**src/rtl/alu_serial_seq_pkg.sv**
```systemverilog
// Shared definitions for the bit-serial ALU sequencer: control codes, FSM encodings and
// small decode helpers used by the top level.
package alu_serial_seq_pkg;

    localparam logic [3:0] ALU_AND = 4'b0000;
    localparam logic [3:0] ALU_OR  = 4'b0001;
    localparam logic [3:0] ALU_ADD = 4'b0010;
    localparam logic [3:0] ALU_SUB = 4'b0110;
    localparam logic [3:0] ALU_SLT = 4'b0111;

    localparam logic [1:0] S_IDLE    = 2'd0;
    localparam logic [1:0] S_RUN     = 2'd1;
    localparam logic [1:0] S_SLT_FIX = 2'd2;
    localparam logic [1:0] S_DONE    = 2'd3;

    typedef enum logic [1:0] {
        OpAnd = 2'b00,
        OpOr  = 2'b01,
        OpSum = 2'b10
    } slice_op_e;

    function automatic logic f_legal(input logic [3:0] f);
        return (f == ALU_AND) || (f == ALU_OR) || (f == ALU_ADD) ||
               (f == ALU_SUB) || (f == ALU_SLT);
    endfunction

    function automatic logic f_binv(input logic [3:0] f);
        return (f == ALU_SUB) || (f == ALU_SLT);
    endfunction

    function automatic slice_op_e f_op(input logic [3:0] f);
        if (f == ALU_AND) begin
            return OpAnd;
        end else if (f == ALU_OR) begin
            return OpOr;
        end
        return OpSum;
    endfunction

endpackage

```
**src/rtl/alu_bit_slice.sv**
```systemverilog
// Combinational 1-bit ALU slice: optional B inversion into a full adder, then an
// AND/OR/sum output mux.
module alu_bit_slice (
    input  logic       a,
    input  logic       b,
    input  logic       binv,
    input  logic       cin,
    input  logic [1:0] op,
    output logic       y,
    output logic       sum,
    output logic       cout
);

    logic b_eff;

    always_comb begin
        b_eff = b ^ binv;
        sum   = a ^ b_eff ^ cin;
        cout  = (a & b_eff) | (a & cin) | (b_eff & cin);
        case (op)
            2'b00:   y = a & b;
            2'b01:   y = a | b;
            default: y = sum;
        endcase
    end

endmodule

```
**src/rtl/alu_serial_seq.sv**
```systemverilog
// Multi-cycle sequencer that drives one alu_bit_slice LSB-first across WIDTH-bit operands
// and reports result, zero/carry/overflow flags and a one-cycle done pulse.
module alu_serial_seq
    import alu_serial_seq_pkg::*;
#(
    parameter int unsigned WIDTH = 32
) (
    input  logic             clk,
    input  logic             rst_n,
    input  logic             start,
    input  logic [3:0]       F,
    input  logic [WIDTH-1:0] A,
    input  logic [WIDTH-1:0] B,
    output logic             busy,
    output logic             done,
    output logic [WIDTH-1:0] result,
    output logic             zero,
    output logic             carry_out,
    output logic             overflow,
    output logic             err
);

    localparam int unsigned CNT_W = (WIDTH > 1) ? $clog2(WIDTH) : 1;
    localparam logic [CNT_W-1:0] CNT_LAST = CNT_W'(WIDTH - 1);

    logic [1:0]       state_q;
    logic [WIDTH-1:0] a_sh_q;
    logic [WIDTH-1:0] b_sh_q;
    logic [3:0]       f_q;
    logic [CNT_W-1:0] cnt_q;
    logic             carry_q;
    logic             c_msb_in_q;
    logic             sum_msb_q;
    logic             cout_msb_q;
    logic [WIDTH-1:0] result_q;
    logic             busy_q;
    logic             zero_q;
    logic             carry_out_q;
    logic             overflow_q;
    logic             err_q;

    logic             slice_y;
    logic             slice_sum;
    logic             slice_cout;
    logic [1:0]       slice_op;
    logic [WIDTH-1:0] res_next;
    logic             is_arith;
    logic             slt_bit;

    always_comb begin
        slice_op = f_op(f_q);
        res_next = {slice_y, result_q[WIDTH-1:1]};
        is_arith = (f_q == ALU_ADD) || (f_q == ALU_SUB);
        // Sign of A-B corrected for signed overflow.
        slt_bit  = sum_msb_q ^ (c_msb_in_q ^ cout_msb_q);
    end

    alu_bit_slice u_slice (
        .a    (a_sh_q[0]),
        .b    (b_sh_q[0]),
        .binv (f_binv(f_q)),
        .cin  (carry_q),
        .op   (slice_op),
        .y    (slice_y),
        .sum  (slice_sum),
        .cout (slice_cout)
    );

    always_ff @(posedge clk) begin
        if (!rst_n) begin
            state_q     <= S_IDLE;
            a_sh_q      <= '0;
            b_sh_q      <= '0;
            f_q         <= '0;
            cnt_q       <= '0;
            carry_q     <= 1'b0;
            c_msb_in_q  <= 1'b0;
            sum_msb_q   <= 1'b0;
            cout_msb_q  <= 1'b0;
            result_q    <= '0;
            busy_q      <= 1'b0;
            zero_q      <= 1'b0;
            carry_out_q <= 1'b0;
            overflow_q  <= 1'b0;
            err_q       <= 1'b0;
        end else begin
            case (state_q)
                S_IDLE: begin
                    if (start) begin
                        a_sh_q  <= A;
                        b_sh_q  <= B;
                        f_q     <= F;
                        cnt_q   <= '0;
                        carry_q <= f_binv(F);
                        if (f_legal(F)) begin
                            state_q <= S_RUN;
                            busy_q  <= 1'b1;
                            err_q   <= 1'b0;
                        end else begin
                            state_q     <= S_DONE;
                            err_q       <= 1'b1;
                            result_q    <= '0;
                            zero_q      <= 1'b1;
                            carry_out_q <= 1'b0;
                            overflow_q  <= 1'b0;
                        end
                    end
                end
                S_RUN: begin
                    a_sh_q   <= a_sh_q >> 1;
                    b_sh_q   <= b_sh_q >> 1;
                    carry_q  <= slice_cout;
                    result_q <= res_next;
                    if (cnt_q == CNT_LAST) begin
                        c_msb_in_q <= carry_q;
                        sum_msb_q  <= slice_sum;
                        cout_msb_q <= slice_cout;
                        if (f_q == ALU_SLT) begin
                            state_q <= S_SLT_FIX;
                        end else begin
                            state_q     <= S_DONE;
                            zero_q      <= (res_next == '0);
                            carry_out_q <= is_arith & slice_cout;
                            overflow_q  <= is_arith & (carry_q ^ slice_cout);
                        end
                    end else begin
                        cnt_q <= cnt_q + 1'b1;
                    end
                end
                S_SLT_FIX: begin
                    result_q    <= {{(WIDTH-1){1'b0}}, slt_bit};
                    zero_q      <= ~slt_bit;
                    carry_out_q <= 1'b0;
                    overflow_q  <= 1'b0;
                    state_q     <= S_DONE;
                end
                default: begin
                    busy_q  <= 1'b0;
                    state_q <= S_IDLE;
                end
            endcase
        end
    end

    always_comb begin
        busy      = busy_q;
        done      = (state_q == S_DONE);
        result    = result_q;
        zero      = zero_q;
        carry_out = carry_out_q;
        overflow  = overflow_q;
        err       = err_q;
    end

endmodule

```
**config.mk**
```make
export PLATFORM = sky130hd
export DESIGN_NAME = alu_serial_seq
export DESIGN_NICKNAME = d
export VERILOG_FILES = /design/src/rtl/alu_serial_seq_pkg.sv /design/src/rtl/alu_bit_slice.sv /design/src/rtl/alu_serial_seq.sv
export SDC_FILE = /design/constraint.sdc
export NUM_CORES = 1
export LEC_CHECK = 0
export CAP_MARGIN = 10
export CORE_UTILIZATION = 55
export CTS_BUF_LIST = sky130_fd_sc_hd__clkbuf_16
export DETAILED_ROUTE_END_ITERATION = 7
export PLACE_DENSITY = 0.85
export SYNTH_ARGS = -nofsm -noshare
export SYNTH_HDL_FRONTEND = slang
export SYNTH_SLANG_ARGS = --single-unit
export TNS_END_PERCENT = 5
```
**constraint.sdc**
```tcl
create_clock -name clk -period 4.1 [get_ports clk]
set_input_delay 0.82 -clock clk [delete_from_list [all_inputs] [get_ports clk]]
set_output_delay 0.82 -clock clk [all_outputs]
set_load 0.03 [all_outputs]
```
# Yosys cells after proc, flatten, opt, wreduce, memory -nomap -nowiden
# Index checks and enable logic that the tools add are counted.
[op_classes]
n_lt_le_gt_ge = 0
n_eq_ne = 19
bitwise = 17
n_mul = 0
n_reduce_logical = 23
n_addsub = 1
div = 0
shift = 0
muxes = 40
[ops]
columns = ["op", "n"]
rows = [
  ["$mux W32", 4],
  ["$pmux W32 S2", 2],
  ["$pmux W32 S3", 1],
  ["$logic_not A32 Y1", 1],
  ["$mux W1", 17],
  ["$eq A4 B3 Y1 const B", 4],
  ["$mux W2", 6],
  ["$ne A2 B2 Y1 const B", 6],
  ["$mux W5", 2],
  ["$pmux W5 S2", 1],
  ["$pmux W1 S3", 3],
  ["$reduce_and A3 Y1", 3],
  ["$eq A4 B1 Y1 const B", 2],
  ["$eq A4 B2 Y1 const B", 2],
  ["$logic_not A4 Y1", 2],
  ["$reduce_and A2 Y1", 4],
  ["$logic_or A1 B1 Y1", 7],
  ["$and A1 B1 Y1", 6],
  ["$pmux W1 S2", 3],
  ["$pmux W2 S3", 1],
  ["$xor A1 B1 Y1", 6],
  ["$add A5 B1 Y5 const B", 1],
  ["$eq A5 B5 Y1 const B", 1],
  ["$reduce_and A5 Y1", 1],
  ["8 further kinds", 14],
]
[word_totals]
romBits = 0
ramBits = 0
in_bits = 71
latch_bits = 0
out_inout_bits = 38
register_bits = 116
elab_cells = 115
mem_count = 0

# Longest topological paths before layout
[depth]
depth_word = 11
ltp_mapped = 8
mapped_depth_nobuf = 7

# By module
# A second synthesis with hierarchy kept.
[unflattened]
cells_unflattened = 578
hier_area_um2 = 5506.5
[by_module_without_submodules]
columns = ["module", "n_inst", "seq_area_each_um2", "area_each_um2", "cells_per_inst"]
rows = [
  ["alu_serial_seq", 1, 2322.2, 5440.2, 570],
  ["alu_bit_slice", 1, 0.0, 66.3, 8],
]

# Least setup slack after synthesis
# OpenSTA, ideal clock, no wires.
[synth_path]
path_type = "reg-to-reg"
start = "reg f_q[3]"
end = "reg zero_q, in the netlist zero"
synth_period_minus_slack_ps = 2002
n_path_buf = 0
arrival_ps = 1923
stages_incl_launch_ff = 7
required_time_ps = 4021
setup_time_ps = 79
setup_slack_ps = 2098
path_cell_list = "dfxtp_1 > nand3b_1 > xnor2_1 > fa_1 > mux2_4 > or3_1 > a211oi_2"
[synth_via]
elab_chain_cells = 10
elab_cells_between_ends = 21
classes_between = "eq/ne (5); mux (8); bitwise (3); reduce/logical (5)"
[synth_lines]
columns = ["element", "line_no", "text"]
rows = [
  ["start, declared", "alu_serial_seq.sv:29", "logic [3:0] f_q;"],
  ["start signal, assigned", "alu_serial_seq.sv:74", "f_q <= '0;"],
  ["start signal, assigned", "alu_serial_seq.sv:92", "f_q <= F;"],
  ["$eq A4 B3 Y1", "alu_serial_seq_pkg.sv:28", "return (f == ALU_SUB) || (f == ALU_SLT);"],
  ["$logic_or A1 B1 Y1 *", "alu_serial_seq_pkg.sv:28", ""],
  ["$xor A1 B1 Y1 *", "alu_bit_slice.sv:17", "b_eff = b ^ binv;"],
  ["$xor A1 B1 Y1 * (2 in series)", "alu_bit_slice.sv:18", "sum = a ^ b_eff ^ cin;"],
  ["named net slice_sum", "alu_serial_seq.sv:43", "logic slice_sum;"],
  ["$pmux W1 S2 *", "alu_bit_slice.sv:20", "case (op)"],
  ["$logic_not A32 Y1 *", "alu_serial_seq.sv:122", "zero_q <= (res_next == '0);"],
  ["$mux W1 *", "alu_serial_seq.sv:118", "if (f_q == ALU_SLT) begin"],
  ["$mux W1 *", "alu_serial_seq.sv:114", "if (cnt_q == CNT_LAST) begin"],
  ["$pmux W1 S3 *", "alu_serial_seq.sv:87", "case (state_q)"],
  ["end signal, assigned", "alu_serial_seq.sv:122", ""],
  ["end signal, assigned", "alu_serial_seq.sv:132", "zero_q <= ~slt_bit;"],
  ["end, declared", "alu_serial_seq.sv:37", "logic zero_q;"],
]
# Mark *: on every way through the listed nets, which the timed path passes. The rest lies on a longest branch. The select of a mux whose other input is x is not followed.
# A chain may end at the register's enable or synchronous reset.

# Worst setup path in the final report
[layout_path]
start = "reg state_q[0]"
end = "out done"
[layout_via]
elab_chain_cells = 1
[layout_lines]
columns = ["element", "line_no", "text"]
rows = [
  ["start, declared", "alu_serial_seq.sv:26", "logic [1:0] state_q;"],
  ["start signal, assigned", "alu_serial_seq.sv:71", "state_q <= S_IDLE;"],
  ["start signal, assigned", "alu_serial_seq.sv:96", "state_q <= S_RUN;"],
  ["start signal, assigned", "alu_serial_seq.sv:100", "state_q <= S_DONE;"],
  ["$eq A2 B2 Y1", "alu_serial_seq.sv:147", "done = (state_q == S_DONE);"],
  ["end, declared", "alu_serial_seq.sv:15", "output logic done,"],
]
# Every way passes these cells.

==> reports/qor.csv <==
metric;value;unit
slew_violations;0;
netlist_area;5280;sq um
cts_resized;0;
synth_cells;583;
antenna_found_initial;0;
clk_latency;0.40;ns
post-synth-top-count-cell;dfxtp_1;
worst_pin_slew;0.696;ns
slew-limit-headroom;0.536;
die_area;10000;sq um
core_area;9280;sq um
synth-seq-cells;116;
fin_crit_sh;0.642;
ir_drop;342;uV
place_hpwl;8540;microns
synthTopCellsByArea;dfxtp_1 44%, mux2i_1 12%, a211oi_1 9.1%, nor2_1 5.2%, o211ai_1 4.4%;
postCtsHoldBufs;0;
outcome;finished, final reports clean;
netlist-cell-type-count;45;
fmax;380;MHz
required;3.28;ns
dr.pass1.iters;4;
startpoint_type;register;
start_util;0.569;
avgViaCountPerCell;5.96;
maxCapViolations;0;
tritoncts;built;
cp_max_fo;4;
setup_viol;0;
cts.path.max_buffers;2;
die_y;100;microns
cp-startpoint;state_q[0];
ioPinCount;109;
avgSynthCellArea;9.06;sq um
synthTopCellsByCount;116 x dfxtp_1, 73 x nor2_1, 64 x a211oi_1, 62 x mux2i_1, 46 x a21oi_1;
end_kind;primary output;
power_density;646;nW/um^2
overflow;0;
first_global_vias;4535;
via_count;4823;
yosysTopAreaCell;dfxtp_1;
hold_path.class;register to register;
gp_congestion;0.862;
min_period;2.63;ns
async_flop_share;0;
drt-initial-drc-count;349;
cts_sinks;116;
yosysWarnings;0;
rows;35;
fin_skew;0.00830;ns
hp-start;err;
routed_wl;13100;microns
regToRegStartpoint;state_q[1];
drive_above_1_share;0.0721;
diodes;0;
ctsHtreeMaxLevel;4;
cts_setup_buffers;0;
finalHoldViolCount;0;
synth_nets;661;
fp.dieW;100;microns
grt_usage;0.270;
nets;745;
dp.cells;775;
synthFlopType;dfxtp_1;
ant_nets;0;
area_growth;33.0;%
route.detailed.drc;0;
p_leak;2.43;nW
cts_inserted_buffers;17;
clk_pin_slew_worst_paths;0.06;ns
worst-setup-path-type;register to primary output;
rsz0062_at_grt;no;
synth_top_area_frac;0.440;
synth_edf_count;0;
worstPathArrival;1.81;ns
routedWlPerCell;16.2;microns
final_cells;809;
grt_max_degree;70;
ctsRootBufferMaster;clkbuf_16;
tns;0;ns
grt_pass1_wl;21700;microns
yosysSeqAreaShare;0.440;
portBuffers;108;
[cell usage in the layout (no fill, tap or decap), types with 3 or more instances in the layout]
cell type | netlist | final
inv_6 | 0 | 3
bufinv_16 | 0 | 3
xor2_1 | 3 | 3
ha_1 | 6 | 5
a211oi_1 | 64 | 64
o21ai_0 | 7 | 7
nor3_1 | 4 | 4
clkbuf_16 | 0 | 17
clkinvlp_4 | 0 | 4
a21oi_1 | 46 | 46
inv_1 | 10 | 9
nand2_1 | 18 | 18
xnor2_1 | 3 | 3
o211ai_1 | 31 | 31
nand3_1 | 36 | 36
clkinv_4 | 0 | 3
clkdlybuf4s50_1 | 0 | 108
a22oi_1 | 3 | 3
nand2b_1 | 4 | 4
buf_4 | 0 | 6
mux2i_1 | 62 | 62
nor2_1 | 73 | 72
nand3b_1 | 4 | 4
nor4_1 | 7 | 7
dfxtp_1 | 116 | 116
nand4_1 | 6 | 6
[flip-flops by register name, indices dropped and copies added, names as in the netlist]
signal / cells
carry_q: 1
overflow: 1
f_q: 4
sum_msb_q: 1
err: 1
zero: 1
busy: 1
result: 32
cout_msb_q: 1
b_sh_q: 32
state_q: 2
carry_out: 1
cnt_q: 5
a_sh_q: 32
c_msb_in_q: 1
[critical path, cell delays in order, from the launching register on]
cell,delay [ns]
dfxtp_1,0.42
ha_1,0.28
clkdlybuf4s50_1,0.70
[metrics by stage]
stage | util | setup WS, ns | total power [mW] | cell area [sq um] | hold slack (ns)
4_1_cts | 0.753 | 1.48 | 4.51 | 6990 | 0.462
5_1_grt | 0.756 | 1.32 | 4.78 | 7020 | 0.503
6_report | 0.756 | 1.47 | 4.54 | 7020 | 0.466
3_5_place_dp | 0.688 | 1.24 | 3.00 | 6390 | 0.455
3_3_place_gp | 0.688 | 1.29 | 2.92 | 6390 | 0.454
2_1_floorplan | - | 2.10 | 2.66 | 5280 | 0.449
[report_power, final]
| group | internal, mW | leakage, nW | switching (mW) |
|---|---|---|---|
| combinational | 0.586 | 1.20 | 0.870 |
| sequential | 1.41 | 0.951 | 0.173 |
| clock | 0.959 | 0.284 | 0.544 |
[cell type report]
| cell class | count | area [sq um] |
|---|---|---|
| Timing Repair Buffer | 117 | 1180 |
| Inverter | 10 | 38.8 |
| Tap cell | 129 | 161 |
| Sequential cell | 116 | 2320 |
| Clock buffer | 17 | 425 |
| Multi-Input combinational cell | 405 | 2720 |
| Clock inverter | 15 | 181 |
| Fill cell | 670 | 2260 |
[cells by family (layout without fill, tap and decap cells)]
logic type	Yosys count	count (layout)	share of synthesized area
flip-flops	116	116	0.440
adder cells (fa/ha/maj)	8	8	0.0201
multiplexers	64	64	0.122
buffers and inverters	62	159	0.0493
AO/OA/AOI/OAI	163	163	0.213
XOR/XNOR	6	6	0.00995
AND/OR/NAND/NOR	164	164	0.145
[worst paths after layout]
kind	to	slack, ns	depth (start not counted)
setup / recovery	done	1.47	2
hold / removal	err	0.47	2
setup reg to reg	carry_out	1.52	7
hold reg to reg	err	0.47	2
[routing by layer]
metal / GRT usage / vias to the layer above / part of all wire
met5: 0 / - / 0
met4: 0.104 / 0 / 0.023
met3: 0.0675 / 33 / 0.061
met2: 0.458 / 194 / 0.50
met1: 0.330 / 2265 / 0.42
li1: - / 2331 / -
No activity file was read; power rests on OpenSTA's default activity.
